$ cat src/rtl/rggen_rtl_pkg.sv
// Shared rggen response codes and APB bridge state encoding.
package rggen_rtl_pkg;

    typedef enum logic [1:0] {
        RGGEN_OKAY         = 2'b00,
        RGGEN_EXOKAY       = 2'b01,
        RGGEN_SLAVE_ERROR  = 2'b10,
        RGGEN_DECODE_ERROR = 2'b11
    } rggen_status;

    typedef enum logic [1:0] {
        RGGEN_APB_IDLE     = 2'b00,
        RGGEN_APB_SETUP    = 2'b01,
        RGGEN_APB_ACCESS   = 2'b10,
        RGGEN_APB_RESPONSE = 2'b11
    } rggen_apb_bridge_state;

endpackage

$ cat src/rtl/rggen_bus_apb_bridge_if.sv
// rggen bus request/response plus APB4 signals for one external register window.
interface rggen_bus_apb_bridge_if #(
    parameter int unsigned ADDRESS_WIDTH = 8,
    parameter int unsigned BUS_WIDTH     = 32
);
    localparam int unsigned STRB_WIDTH = BUS_WIDTH / 8;

    logic                     bus_valid;
    logic                     bus_ready;
    logic [ADDRESS_WIDTH-1:0] bus_address;
    logic                     bus_write;
    logic [BUS_WIDTH-1:0]     bus_write_data;
    logic [STRB_WIDTH-1:0]    bus_strobe;
    logic [1:0]               bus_status;
    logic [BUS_WIDTH-1:0]     bus_read_data;

    logic                     psel;
    logic                     penable;
    logic [ADDRESS_WIDTH-1:0] paddr;
    logic [2:0]               pprot;
    logic                     pwrite;
    logic [BUS_WIDTH-1:0]     pwdata;
    logic [STRB_WIDTH-1:0]    pstrb;
    logic                     pready;
    logic [BUS_WIDTH-1:0]     prdata;
    logic                     pslverr;

    // master: the bridge (rggen bus responder, APB master)
    modport master (
        input  bus_valid, bus_address, bus_write, bus_write_data, bus_strobe,
        output bus_ready, bus_status, bus_read_data,
        output psel, penable, paddr, pprot, pwrite, pwdata, pstrb,
        input  pready, prdata, pslverr
    );

    // slave: the environment (rggen requester and APB slave)
    modport slave (
        output bus_valid, bus_address, bus_write, bus_write_data, bus_strobe,
        input  bus_ready, bus_status, bus_read_data,
        input  psel, penable, paddr, pprot, pwrite, pwdata, pstrb,
        output pready, prdata, pslverr
    );

endinterface

$ cat src/rtl/rggen_bus_timer.sv
// Saturating ACCESS-phase wait counter; o_expired flags the last allowed wait cycle.
module rggen_bus_timer #(
    parameter int unsigned TIMEOUT_CYCLES = 0
) (
    input  logic i_clk,
    input  logic i_rst_n,
    input  logic i_clear,
    input  logic i_count,
    output logic o_expired
);

    if (TIMEOUT_CYCLES == 0) begin : g_disabled
        logic unused_inputs;
        assign unused_inputs = ^{i_clk, i_rst_n, i_clear, i_count};
        assign o_expired     = 1'b0;
    end else begin : g_enabled
        localparam int unsigned COUNT_WIDTH =
            ($clog2(TIMEOUT_CYCLES + 1) > 1) ? $clog2(TIMEOUT_CYCLES + 1) : 1;
        localparam logic [COUNT_WIDTH-1:0] LIMIT = COUNT_WIDTH'(TIMEOUT_CYCLES - 1);

        logic [COUNT_WIDTH-1:0] count;

        always_ff @(posedge i_clk or negedge i_rst_n) begin
            if (!i_rst_n) begin
                count <= '0;
            end else if (i_clear) begin
                count <= '0;
            end else if (i_count && (count != '1)) begin
                count <= count + COUNT_WIDTH'(1);
            end
        end

        assign o_expired = (count == LIMIT);
    end

endmodule

$ cat src/rtl/rggen_bus_apb_bridge.sv
// Replays a rggen bus request as an APB4 transfer and returns status/read data.
module rggen_bus_apb_bridge
    import rggen_rtl_pkg::*;
#(
    parameter int unsigned ADDRESS_WIDTH  = 8,
    parameter int unsigned BUS_WIDTH      = 32,
    parameter int unsigned TIMEOUT_CYCLES = 0
) (
    input logic                    i_clk,
    input logic                    i_rst_n,
    rggen_bus_apb_bridge_if.master bus_if
);

    localparam int unsigned STRB_WIDTH = BUS_WIDTH / 8;
    localparam int unsigned LSB_WIDTH  = $clog2(STRB_WIDTH);
    localparam logic [ADDRESS_WIDTH-1:0] ADDRESS_MASK = ~ADDRESS_WIDTH'((2 ** LSB_WIDTH) - 1);

    rggen_apb_bridge_state    state;
    logic                     psel;
    logic                     penable;
    logic                     pwrite;
    logic                     ready;
    logic [ADDRESS_WIDTH-1:0] paddr;
    logic [BUS_WIDTH-1:0]     pwdata;
    logic [STRB_WIDTH-1:0]    pstrb;
    logic [BUS_WIDTH-1:0]     read_data;
    rggen_status              status;
    logic                     timer_clear;
    logic                     timer_count;
    logic                     timer_expired;

    assign timer_clear = (state == RGGEN_APB_SETUP);
    assign timer_count = (state == RGGEN_APB_ACCESS) && !bus_if.pready;

    rggen_bus_timer #(
        .TIMEOUT_CYCLES (TIMEOUT_CYCLES)
    ) u_timer (
        .i_clk     (i_clk),
        .i_rst_n   (i_rst_n),
        .i_clear   (timer_clear),
        .i_count   (timer_count),
        .o_expired (timer_expired)
    );

    always_ff @(posedge i_clk or negedge i_rst_n) begin
        if (!i_rst_n) begin
            state     <= RGGEN_APB_IDLE;
            psel      <= 1'b0;
            penable   <= 1'b0;
            pwrite    <= 1'b0;
            ready     <= 1'b0;
            paddr     <= '0;
            pwdata    <= '0;
            pstrb     <= '0;
            read_data <= '0;
            status    <= RGGEN_OKAY;
        end else begin
            ready <= 1'b0;
            case (state)
                RGGEN_APB_IDLE: begin
                    if (bus_if.bus_valid) begin
                        state   <= RGGEN_APB_SETUP;
                        psel    <= 1'b1;
                        penable <= 1'b0;
                        paddr   <= bus_if.bus_address & ADDRESS_MASK;
                        pwrite  <= bus_if.bus_write;
                        pwdata  <= bus_if.bus_write_data;
                        pstrb   <= bus_if.bus_write ? bus_if.bus_strobe : '0;
                    end
                end
                RGGEN_APB_SETUP: begin
                    state   <= RGGEN_APB_ACCESS;
                    penable <= 1'b1;
                end
                RGGEN_APB_ACCESS: begin
                    if (bus_if.pready) begin
                        state     <= RGGEN_APB_RESPONSE;
                        psel      <= 1'b0;
                        penable   <= 1'b0;
                        ready     <= 1'b1;
                        status    <= bus_if.pslverr ? RGGEN_SLAVE_ERROR : RGGEN_OKAY;
                        read_data <= (!pwrite && !bus_if.pslverr) ? bus_if.prdata : '0;
                    end else if (timer_expired) begin
                        // Abort a hung slave; late pready is ignored from here on
                        state     <= RGGEN_APB_RESPONSE;
                        psel      <= 1'b0;
                        penable   <= 1'b0;
                        ready     <= 1'b1;
                        status    <= RGGEN_SLAVE_ERROR;
                        read_data <= '0;
                    end
                end
                RGGEN_APB_RESPONSE: begin
                    state <= RGGEN_APB_IDLE;
                end
                default: begin
                    state <= RGGEN_APB_IDLE;
                end
            endcase
        end
    end

    assign bus_if.bus_ready     = ready;
    assign bus_if.bus_status    = status;
    assign bus_if.bus_read_data = read_data;
    assign bus_if.psel          = psel;
    assign bus_if.penable       = penable;
    assign bus_if.paddr         = paddr;
    assign bus_if.pprot         = 3'b000;
    assign bus_if.pwrite        = pwrite;
    assign bus_if.pwdata        = pwdata;
    assign bus_if.pstrb         = pstrb;

    // Upstream must hold a request until it is acknowledged
    a_valid_held: assert property (
        @(posedge i_clk) disable iff (!i_rst_n)
        (bus_if.bus_valid && !bus_if.bus_ready) |=> bus_if.bus_valid
    );

endmodule

$ cat src/flat_wrapper.sv
// flat-port wrapper written by rule: the top's interface ports become plain ports
module rggen_bus_apb_bridge_flat import rggen_rtl_pkg::*;
#(
    parameter int unsigned ADDRESS_WIDTH  = 8,
    parameter int unsigned BUS_WIDTH      = 32,
    parameter int unsigned TIMEOUT_CYCLES = 0
)
  (i_clk, i_rst_n, bus_if_bus_valid, bus_if_bus_address, bus_if_bus_write, bus_if_bus_write_data, bus_if_bus_strobe, bus_if_bus_ready, bus_if_bus_status, bus_if_bus_read_data, bus_if_psel, bus_if_penable, bus_if_paddr, bus_if_pprot, bus_if_pwrite, bus_if_pwdata, bus_if_pstrb, bus_if_pready, bus_if_prdata, bus_if_pslverr);
  rggen_bus_apb_bridge_if #(.ADDRESS_WIDTH(ADDRESS_WIDTH), .BUS_WIDTH(BUS_WIDTH)) bus_if_i ();
  input logic i_clk;
  input logic i_rst_n;
  input wire logic [$bits(bus_if_i.bus_valid)-1:0] bus_if_bus_valid;
  input wire logic [$bits(bus_if_i.bus_address)-1:0] bus_if_bus_address;
  input wire logic [$bits(bus_if_i.bus_write)-1:0] bus_if_bus_write;
  input wire logic [$bits(bus_if_i.bus_write_data)-1:0] bus_if_bus_write_data;
  input wire logic [$bits(bus_if_i.bus_strobe)-1:0] bus_if_bus_strobe;
  output wire logic [$bits(bus_if_i.bus_ready)-1:0] bus_if_bus_ready;
  output wire logic [$bits(bus_if_i.bus_status)-1:0] bus_if_bus_status;
  output wire logic [$bits(bus_if_i.bus_read_data)-1:0] bus_if_bus_read_data;
  output wire logic [$bits(bus_if_i.psel)-1:0] bus_if_psel;
  output wire logic [$bits(bus_if_i.penable)-1:0] bus_if_penable;
  output wire logic [$bits(bus_if_i.paddr)-1:0] bus_if_paddr;
  output wire logic [$bits(bus_if_i.pprot)-1:0] bus_if_pprot;
  output wire logic [$bits(bus_if_i.pwrite)-1:0] bus_if_pwrite;
  output wire logic [$bits(bus_if_i.pwdata)-1:0] bus_if_pwdata;
  output wire logic [$bits(bus_if_i.pstrb)-1:0] bus_if_pstrb;
  input wire logic [$bits(bus_if_i.pready)-1:0] bus_if_pready;
  input wire logic [$bits(bus_if_i.prdata)-1:0] bus_if_prdata;
  input wire logic [$bits(bus_if_i.pslverr)-1:0] bus_if_pslverr;
  assign bus_if_i.bus_valid = bus_if_bus_valid;
  assign bus_if_i.bus_address = bus_if_bus_address;
  assign bus_if_i.bus_write = bus_if_bus_write;
  assign bus_if_i.bus_write_data = bus_if_bus_write_data;
  assign bus_if_i.bus_strobe = bus_if_bus_strobe;
  assign bus_if_bus_ready = bus_if_i.bus_ready;
  assign bus_if_bus_status = bus_if_i.bus_status;
  assign bus_if_bus_read_data = bus_if_i.bus_read_data;
  assign bus_if_psel = bus_if_i.psel;
  assign bus_if_penable = bus_if_i.penable;
  assign bus_if_paddr = bus_if_i.paddr;
  assign bus_if_pprot = bus_if_i.pprot;
  assign bus_if_pwrite = bus_if_i.pwrite;
  assign bus_if_pwdata = bus_if_i.pwdata;
  assign bus_if_pstrb = bus_if_i.pstrb;
  assign bus_if_i.pready = bus_if_pready;
  assign bus_if_i.prdata = bus_if_prdata;
  assign bus_if_i.pslverr = bus_if_pslverr;
  rggen_bus_apb_bridge #(.ADDRESS_WIDTH(ADDRESS_WIDTH), .BUS_WIDTH(BUS_WIDTH), .TIMEOUT_CYCLES(TIMEOUT_CYCLES)) u_core (.i_clk(i_clk), .i_rst_n(i_rst_n), .bus_if(bus_if_i));
endmodule
$ cat config.mk
export PLATFORM = sky130hd
export DESIGN_NAME = rggen_bus_apb_bridge_flat
export DESIGN_NICKNAME = d
export VERILOG_FILES = /design/src/rtl/rggen_rtl_pkg.sv /design/src/rtl/rggen_bus_apb_bridge_if.sv /design/src/rtl/rggen_bus_timer.sv /design/src/rtl/rggen_bus_apb_bridge.sv /design/src/flat_wrapper.sv
export SDC_FILE = /design/constraint.sdc
export NUM_CORES = 1
export LEC_CHECK = 0
export ABC_CLOCK_PERIOD_IN_PS = 1640
export CORE_ASPECT_RATIO = 1.4
export CORE_MARGIN = 1
export CORE_UTILIZATION = 39
export CTS_CLUSTER_DIAMETER = 100
export CTS_CLUSTER_SIZE = 40
export DETAILED_ROUTE_END_ITERATION = 12
export PLACE_DENSITY = 0.8
export SYNTH_ARGS = -nofsm -noshare
export SYNTH_HDL_FRONTEND = slang
export SYNTH_SLANG_ARGS = --single-unit
$ cat constraint.sdc
create_clock -name i_clk -period 1.64 [get_ports i_clk]
set_input_delay 0.328 -clock i_clk [delete_from_list [all_inputs] [get_ports i_clk]]
set_output_delay 0.328 -clock i_clk [all_outputs]
set_load 0.05 [all_outputs]
======== Yosys cells after proc, flatten, opt, wreduce, memory -nomap -nowiden ========
Cells that the tools add are included.
storage, ports and cells
  bits in registers ....................... 82
  output and inout bits ................... 85
  word-level logic and storage cells ...... 39
cells by class
  equality and inequality tests ........... 5
  multiplexer cells ....................... 13
  reduce and logical (&&, ||, !) cells .... 11
operators with widths
  operator              count
  $mux W32              1
  $pmux W2 S4           1
  $mux W2               3
  $reduce_and A2 Y1     3
  $reduce_and A3 Y1     2
  $mux W1               5
  $eq A2 B2 Y1 const B  2
  $mux W4               1
  $ne A2 B2 Y1 const B  2
  $pmux W1 S3           1
  $reduce_bool A3 Y1    1
  $eq A2 B1 Y1 const B  1
  $logic_not A1 Y1      2
  $logic_not A2 Y1      1
  $pmux W1 S2           1
  $reduce_bool A2 Y1    1
  $logic_and A1 B1 Y1   1

======== Depth between registers and ports, before layout ========
Gate-level depths: netlist (run 1).
  word-level depth ........................ 3
  mapped depth ............................ 7
  depth with buffers taken out ............ 5

======== By module ========
From an unflattened synthesis (run 1), not the netlist that was laid out.
unflattened totals
  cell total of the unflattened synthesis .. 209
  area total of the unflattened synthesis .. 3129.3 um2
by module, submodules not included
  module                times used  cells each  area each (um2)  seq. area each (um2)
  rggen_bus_apb_bridge  1           207         3118.0           2026.9
  rggen_bus_timer       1           2           11.3             0.0

======== Worst setup path after synthesis (run 1) ========
No wires, ideal clock.
  path kind ............................... flip-flop to flip-flop
  from .................................... reg u_core.state[0]
  to ...................................... reg u_core.pwdata[10] (netlist: u_core.bus_if.pwdata[10])
  setup time .............................. 125 ps
  arrival time ............................ 1339 ps
  data required time ...................... 1515 ps
  path slack .............................. 176 ps
  stages on the path, launching flop included .. 7
  buffers on the path ..................... 2
  cells stage by stage .................... dfrtp_1 inv_1 ha_1 nand2_1 buf_6 buf_6 mux2_2
on the way
  word-level cells in the longest chain between the ends .. 2
RTL lines
  element                      RTL line                    text
  from (decl)                  rggen_bus_apb_bridge.sv:18  rggen_apb_bridge_state state;
  from (signal assigned)       rggen_bus_apb_bridge.sv:47  state <= RGGEN_APB_IDLE;
  from (signal assigned)       rggen_bus_apb_bridge.sv:62  state <= RGGEN_APB_SETUP;
  from (signal assigned)       rggen_bus_apb_bridge.sv:72  state <= RGGEN_APB_ACCESS;
  $logic_not A2 Y1             rggen_bus_apb_bridge.sv:59  case (state)
  $reduce_and A2 Y1 (no line)  -
  to (signal assigned)         rggen_bus_apb_bridge.sv:67  pwdata <= bus_if.bus_write_data;
  to (decl)                    rggen_bus_apb_bridge.sv:24  logic [BUS_WIDTH-1:0] pwdata;
Every way passes these cells.
A chain may end at the register's enable or synchronous reset.

======== Final worst setup path (run 1) ========
  from .................................... reg u_core.state[0]
  to ...................................... reg u_core.pwdata[21] (netlist: u_core.bus_if.pwdata[21])
The elaborated chain is that of the path after synthesis.

==> results of run 1 <==
worst max-delay path: stages, from the launching register on:
cell,delay [ns]
dfrtp_1,0.41
inv_1,0.08
ha_1,0.25
nand2_2,0.11
buf_12,0.21
mux2_2,0.36
metal layers:
layer  GRT usage (%)  vias up  routed length (um)
li1                -     1042                   -
met1           19.98     1110                2608
met2           29.77      102                3517
met3           4.831       10                 467
met4           8.491        0                 128
met5               0        -                   0
placed cells by master (no fill, tap or decap):
| cell | netlist | routed |
|---|---|---|
| nor2b_1 | 1 | 1 |
| ha_1 | 4 | 4 |
| clkdlybuf4s50_1 | 0 | 78 |
| a21oi_1 | 2 | 2 |
| a211oi_2 | 0 | 1 |
| conb_1 | 1 | 6 |
| buf_6 | 7 | 1 |
| clkinv_2 | 0 | 3 |
| nand2_2 | 1 | 2 |
| buf_4 | 6 | 83 |
| buf_12 | 0 | 4 |
| a22o_1 | 32 | 32 |
| nor3_4 | 1 | 1 |
| clkbuf_8 | 0 | 10 |
| dlygate4sd3_1 | 0 | 1 |
| mux2_2 | 42 | 42 |
| bufinv_16 | 0 | 3 |
| o21ai_0 | 6 | 6 |
| o22a_1 | 1 | 1 |
| nand2_1 | 9 | 8 |
| dfrtp_1 | 81 | 81 |
| inv_1 | 4 | 4 |
synthesized netlist by cell type:
| cell type | number | area (um^2) |
|---|---|---|
| dfrtp_1 | 81 | 2027 |
| mux2_2 | 42 | 473.0 |
| a22o_1 | 32 | 280.3 |
| nand2_1 | 9 | 33.78 |
| buf_6 | 7 | 78.83 |
| buf_4 | 6 | 45.04 |
| o21ai_0 | 6 | 30.03 |
| ha_1 | 4 | 50.05 |
| inv_1 | 4 | 15.01 |
| clkbuf_1 | 3 | 11.26 |
| a21oi_1 | 2 | 10.01 |
| a211oi_1 | 1 | 7.510 |
| buf_2 | 1 | 5.000 |
| conb_1 | 1 | 3.750 |
| nand2_2 | 1 | 6.260 |
| nor2b_1 | 1 | 6.260 |
| nor3_4 | 1 | 16.27 |
| o22a_1 | 1 | 8.760 |
metrics by stage:
| step | utilization [%] | power (mW) | TNS [ns] | cell area [um^2] | hold WS [ns] |
|---|---|---|---|---|---|
| floorplan | - | 7.334 | 0 | 3127 | 0.03241 |
| global placement | 59.43 | 9.121 | -0.004276 | 4606 | 0.2039 |
| detailed placement | 59.43 | 9.263 | -0.01978 | 4606 | 0.2106 |
| CTS | 62.69 | 11.01 | 0 | 4858 | 0.3802 |
| global route | 62.80 | 11.41 | -0.01291 | 4867 | 0.3925 |
| finish | 62.80 | 10.89 | 0 | 4867 | 0.3933 |
path summary, 6_finish.rpt:
kind                                                     from                              endpoint  slack (ns)  cells past startpoint
max in group asynchronous                             i_rst_n      u_core.bus_if.pwrite$_DFFE_PN0P_        0.62                      3
min in group i_clk         u_core.bus_if.pstrb[3]$_DFFE_PN0P_    u_core.bus_if.pstrb[3]$_DFFE_PN0P_        0.48                      2
setup / recovery                  u_core.state[0]$_DFFE_PN0P_  u_core.bus_if.pwdata[21]$_DFFE_PN0P_        0.09                      5
hold / removal                                        i_rst_n  u_core.bus_if.pwdata[23]$_DFFE_PN0P_        0.39                      2
hold reg to reg            u_core.bus_if.pstrb[3]$_DFFE_PN0P_    u_core.bus_if.pstrb[3]$_DFFE_PN0P_        0.48                      2
setup reg to reg                  u_core.state[0]$_DFFE_PN0P_  u_core.bus_if.pwdata[21]$_DFFE_PN0P_        0.09                      5
sequential cells by signal, indices dropped and copies added (netlist names):
signal / flops
u_core.bus_if.bus_read_data: 32
u_core.bus_if.pwdata: 32
u_core.bus_if.paddr: 6
u_core.bus_if.pstrb: 4
u_core.state: 2
u_core.bus_if.bus_ready: 1
u_core.bus_if.bus_status: 1
u_core.bus_if.penable: 1
u_core.bus_if.psel: 1
u_core.bus_if.pwrite: 1
cell type report:
| class | instances | area, um^2 | share of cell area (%) |
|---|---|---|---|
| Timing Repair Buffer | 167 | 1505 | 30.93 |
| Tap cell | 100 | 125.1 | 2.571 |
| Multi-Input combinational cell | 106 | 952.2 | 19.56 |
| Clock buffer | 10 | 137.6 | 2.828 |
| Clock inverter | 6 | 105.1 | 2.159 |
| Inverter | 4 | 15.01 | 0.3085 |
| Sequential cell | 81 | 2027 | 41.65 |
power by group through the flow:
stage / combinational, mW / clock [mW] / sequential [mW]
2_1_floorplan: 1.31 / 0 / 6.03
3_3_place_gp: 5.85 / 0 / 3.28
3_5_place_dp: 5.95 / 0 / 3.31
4_1_cts: 5.95 / 1.77 / 3.29
5_1_grt: 6.16 / 1.87 / 3.38
6_report: 5.90 / 1.71 / 3.28
timing repair:
item,CTS,global route
gates resized for setup,0,2
hold buffers,1,0
hold endpoints to repair,16,0
endpoints found under the setup margin,0,3
cells by family after synthesis:
family,synth area share [%]
AO/OA/AOI/OAI,10.83
adder cells (fa/ha/maj),1.610
buffers and inverters,4.992
flip-flops,65.22
multiplexers,15.22
other,0.1207
AND/OR/NAND/NOR,2.013
==> flow_summary_export.csv, run 1 <==
group,metric,value,unit
run_status,outcome,"finished, final reports clean",
cts,clk_latency,0.34,ns
layout,drive_above_1_share,40.11,%
drt,routed_wl,6.721,mm
cts,cts_setup_buffers,0,
power,p_seq_share,30.1,%
drt,vias,2264,
placed_design,place_congestion,0.7041,
power,p_per_area,2237,nW/um^2
power,vdd_ir_drop_max,1.085,mV
power,p_switching,4.930,mW
yosys,synth.distinct_cells,18,
yosys,netlist_area,3108,um^2
grt,grt_antenna_before_repair,0,
grt,grt_usage,17.42,%
drt,drc,0,
placed_design,dpl_worst_slack,-0.01978,ns
timing,slew_violations,0,
power,p_leak,2.321,nW
die,coreArea,7750,um^2
timing,finalCriticalPeriod,1.552,ns
layout,stdcell_count,474,
yosys,ys_seq_elements,81,
cts,htreeDepth,3,
die,io_pins,167,
power,comb_power_share,54.2,%
power,switching_share,45.29,%
cts,cts_tree,"done",
yosys,yosys_warnings,0,
layout,fillers,598,
job,drv_cap,0,
placed_design,dp_hpwl,5.108,mm
timing,rsz0062_at_grt,"yes",
timing,skew,0.007164,ns
die,rows,38,
placed_design,port_buffers,158,
timing,setup_viol,0,
die,design.die.area,8335,um^2
die,start_util,40.10,%
setup_path,cp.required,1.86,ns
die,die_h,107.6,um
yosys,synth_cells,203,
drt,postRouteAntennaNets,0,
layout,diodes,0,
setup_path,critical_path_class,"reg -> reg",
timing,fin_crit_sh,94.65,%
layout,syn_to_final_growth,56.60,%
setup_path,cp_max_fo,37,
setup_path,end_kind,"flop",
timing,fmax,644.2,MHz
grt,grt_pass1_vias,2322,
drt,drt_iter0_markers,92,
cts,cts-root-buf,"clkbuf_8",
setup_path,start_kind,"flop",
power,p_int,5.956,mW
yosys,ys_seq_area_share,65.22,%
timing,fin_ws,0.08780,ns
drt,routed_via_density,4.776,
drt,dr.pass1.iters,4,
placed_design,dpl.cell_count,457,
grt,grt_pass1_wl,10.98,mm
drt,wl_per_cell,14.18,um
cts,cts.sinks,81,
cts,cts_buffers,9,
setup_path,critPathArrivalTime,1.77,ns
cts,clkSlewWorstSetupHoldPaths,0.08,ns
grt,grt_max_degree,66,
layout,fin_nets,455,
die,die_w,77.45,um
yosys,postSynthAreaPerCell,15.31,um^2
grt,grt.overflow.total,0,
timing,finalHoldViolCount,0,
power,p_clk_share,15.7,%
hold_path,hp-class,"in -> async",
cts,clockBufferDepth,2,
Power figures use the tool's default switching activity.
==> run 2, diff against run 1 <==
--- a/config.mk
+++ b/config.mk
@@ -7,10 +7,10 @@
 export LEC_CHECK = 0
-export ABC_CLOCK_PERIOD_IN_PS = 1640
+export ABC_CLOCK_PERIOD_IN_PS = 1900
 export CORE_ASPECT_RATIO = 1.4
 export CORE_MARGIN = 1
-export CORE_UTILIZATION = 39
-export CTS_CLUSTER_DIAMETER = 100
+export CORE_UTILIZATION = 42
+export CTS_CLUSTER_DIAMETER = 60
 export CTS_CLUSTER_SIZE = 40
 export DETAILED_ROUTE_END_ITERATION = 12
-export PLACE_DENSITY = 0.8
+export PLACE_DENSITY = 0.85
 export SYNTH_ARGS = -nofsm -noshare
==> constraint.sdc (replaced) <==
create_clock -name i_clk -period 1.9 [get_ports i_clk]
set_input_delay 0.19 -clock i_clk [delete_from_list [all_inputs] [get_ports i_clk]]
set_output_delay 0.19 -clock i_clk [all_outputs]
set_load 0.05 [all_outputs]
==> run 2 against run 1 <==
Clock skew increased by 0.0022 ns. First-iteration DRC count decreased by 2.2%. Hold slack got worse by 0.038 ns. Flip-flop and latch count stayed put. Largest power group unchanged.
==> flow_summary_export.csv, run 2 (synthesis results as in run 1) <==
group,metric,value,unit
layout,final_cell_mix,"157 x clkdlybuf4s50_1, 81 x dfrtp_1, 42 x mux2_2",
setup_path,reg2reg_from,"u_core.state[0]$_DFFE_PN0P_",
timing,slew_violations,0,
timing,finalHoldViolCount,0,
timing,worst_slew_pin_slew,0.5423,ns
cts,clk_latency,0.34,ns
drt,drt_iter0_markers,90,
timing,skew,0.009336,ns
grt,grt.overflow.total,0,
cts,cts.sinks,81,
timing,finalCriticalPeriod,1.770,ns
power,p_per_area,1877,nW/um^2
setup_path,end_kind,"output port",
placed_design,port_buffers,158,
drt,postRouteAntennaNets,0,
layout,syn_to_final_growth,59.50,%
cts,cts-root-buf,"clkbuf_8",
timing,slew_headroom,63.73,%
setup_path,start_kind,"flop",
cts,ctsResizeCount,0,
timing,setup_viol,0,
layout,mostFrequentLayoutCell,"clkdlybuf4s50_1",
setup_path,critPathArrivalTime,1.58,ns
die,coreArea,7072,um^2
grt,grt_usage,18.84,%
cts,cts_tree,"done",
layout,finalInstanceArea,4957,um^2
hold_path,hp-class,"in -> async",
timing,fin_setup_tns,0,ns
die,io_pins,167,
layout,drive_above_1_share,17.52,%
cts,htreeDepth,3,
setup_path,timing.critical_path.buf_inv,1,
setup_path,reg2reg_to,"u_core.bus_if.bus_read_data[28]$_DFFE_PN0P_",
setup_path,crit_family,"buffers and inverters",
setup_path,cp.required,1.71,ns
power,p_leak,2.153,nW
drt,routed_via_density,4.884,
grt,grt_pass1_wl,11.03,mm
setup_path,slowest_stage,"clkdlybuf4s50_1",
setup_path,r2r_setup_slack,0.25,ns
layout,stdcell_count,466,
layout,fin_nets,452,
power,p_seq_share,30.2,%
die,start_util,43.95,%
setup_path,cp_max_fo,3,
run_status,outcome,"finished, final reports clean",
placed_design,dpl.cell_count,449,
cts,clockBufferDepth,2,
setup_path,critical_path_class,"reg -> out",
power,p_int,5.054,mW
grt,grt_max_degree,48,
power,p_switching,4.250,mW
drt,drc,0,
drt,wl_per_cell,15.03,um
setup_path,path_cells,"clkdlybuf4s50_1",
die,rows,36,
die,die_w,74.70,um
power,vdd_ir_drop_max,0.9120,mV
setup_path,cp-startpoint,"u_core.bus_if.pwrite$_DFFE_PN0P_",
placed_design,place_congestion,0.7313,
power,comb_power_share,56.6,%
timing,fmax,565.0,MHz
drt,routed_wl,7.005,mm
timing,rsz0062_at_grt,"no",
placed_design,dpl-instance-area,4750,um^2
power,p_total,9.304,mW
grt,grt_antenna_before_repair,0,
grt,grt_pass1_vias,2384,
timing,hold_slack,0.3556,ns
drt,dr.pass1.iters,6,
setup_path,ff2ff_path_depth,6,
placed_design,dp_hpwl,5.290,mm
layout,diodes,0,
timing,fin_crit_sh,93.15,%
setup_path,crit_path_max_incr_delay,0.83,ns
power,switching_share,45.68,%
cts,clkSlewWorstSetupHoldPaths,0.08,ns
die,design.die.area,7753,um^2
job,drv_cap,0,
power,p_clk_share,13.2,%
die,die_h,103.8,um
drt,vias,2276,
cts,cts_hold_buf,1,
cts,cts_setup_buffers,0,
cts,cts_buffers,9,
[run 2: cell types whose count changed in the layout (fill, tap and decap cells not counted)]
| cell | before | now |
|---|---|---|
| buf_4 | 83 | 4 |
| clkdlybuf4s50_1 | 78 | 157 |
| clkinv_2 | 3 | 0 |
| clkinvlp_4 | 0 | 3 |
| buf_12 | 4 | 2 |
| bufinv_16 | 3 | 1 |
| clkbuf_1 | 0 | 2 |
| a211oi_1 | 0 | 1 |
| a211oi_2 | 1 | 0 |
| buf_6 | 1 | 0 |
[run 2: routing by layer]
metal | track usage [%] | routed length [um] | part of all wire [%] | up-vias
met4 | 8.086 | 148 | 2.1 | 0
met1 | 20.85 | 2669 | 38 | 1120
li1 | - | - | - | 1040
met3 | 5.156 | 519 | 7.4 | 12
met5 | 0 | 0 | 0 | -
met2 | 32.69 | 3668 | 52 | 104
[run 2: power groups by stage]
| stage | Combinational, mW | Clock (mW) | Sequential, mW |
|---|---|---|---|
| after floorplan | 1.13 | 0 | 5.20 |
| after global placement | 5.23 | 0 | 2.80 |
| after detailed placement | 5.32 | 0 | 2.84 |
| after CTS | 5.32 | 1.27 | 2.82 |
| after global routing | 5.49 | 1.35 | 2.90 |
| final | 5.27 | 1.22 | 2.81 |
[run 2: area by class of cell]
type / count / area [um^2]
clock buffers: 12 / 145.1
clock inverters: 4 / 52.55
fillers: 533 / 2115
inverters: 4 / 15.01
multi-input cells: 106 / 947.2
flip-flops and latches: 81 / 2027
well taps: 95 / 118.9
repair buffers: 164 / 1652
[run 2: worst max path at each step]
| stage | slack (ns) | to | cells past startpoint |
|---|---|---|---|
| detailed placement | 0.24 | u_core.bus_if.bus_read_data[28]$_DFFE_PN0P_ | 6 |
| global route | 0.07 | bus_if_pwrite | 1 |
| finish | 0.13 | bus_if_pwrite | 1 |
| floorplan | 0.44 | u_core.bus_if.pwdata[10]$_DFFE_PN0P_ | 6 |
| CTS | 0.09 | bus_if_pwrite | 1 |
| global placement | 0.31 | u_core.bus_if.bus_read_data[15]$_DFFE_PN0P_ | 6 |
[run 2: metrics by stage]
stage / setup slack [ns] / util, %
CTS: 0.09067 / 70.10
floorplan: 0.4360 / -
finish: 0.1302 / 70.10
global placement: 0.3089 / 67.16
global route: 0.06589 / 70.10
detailed placement: 0.2389 / 67.16
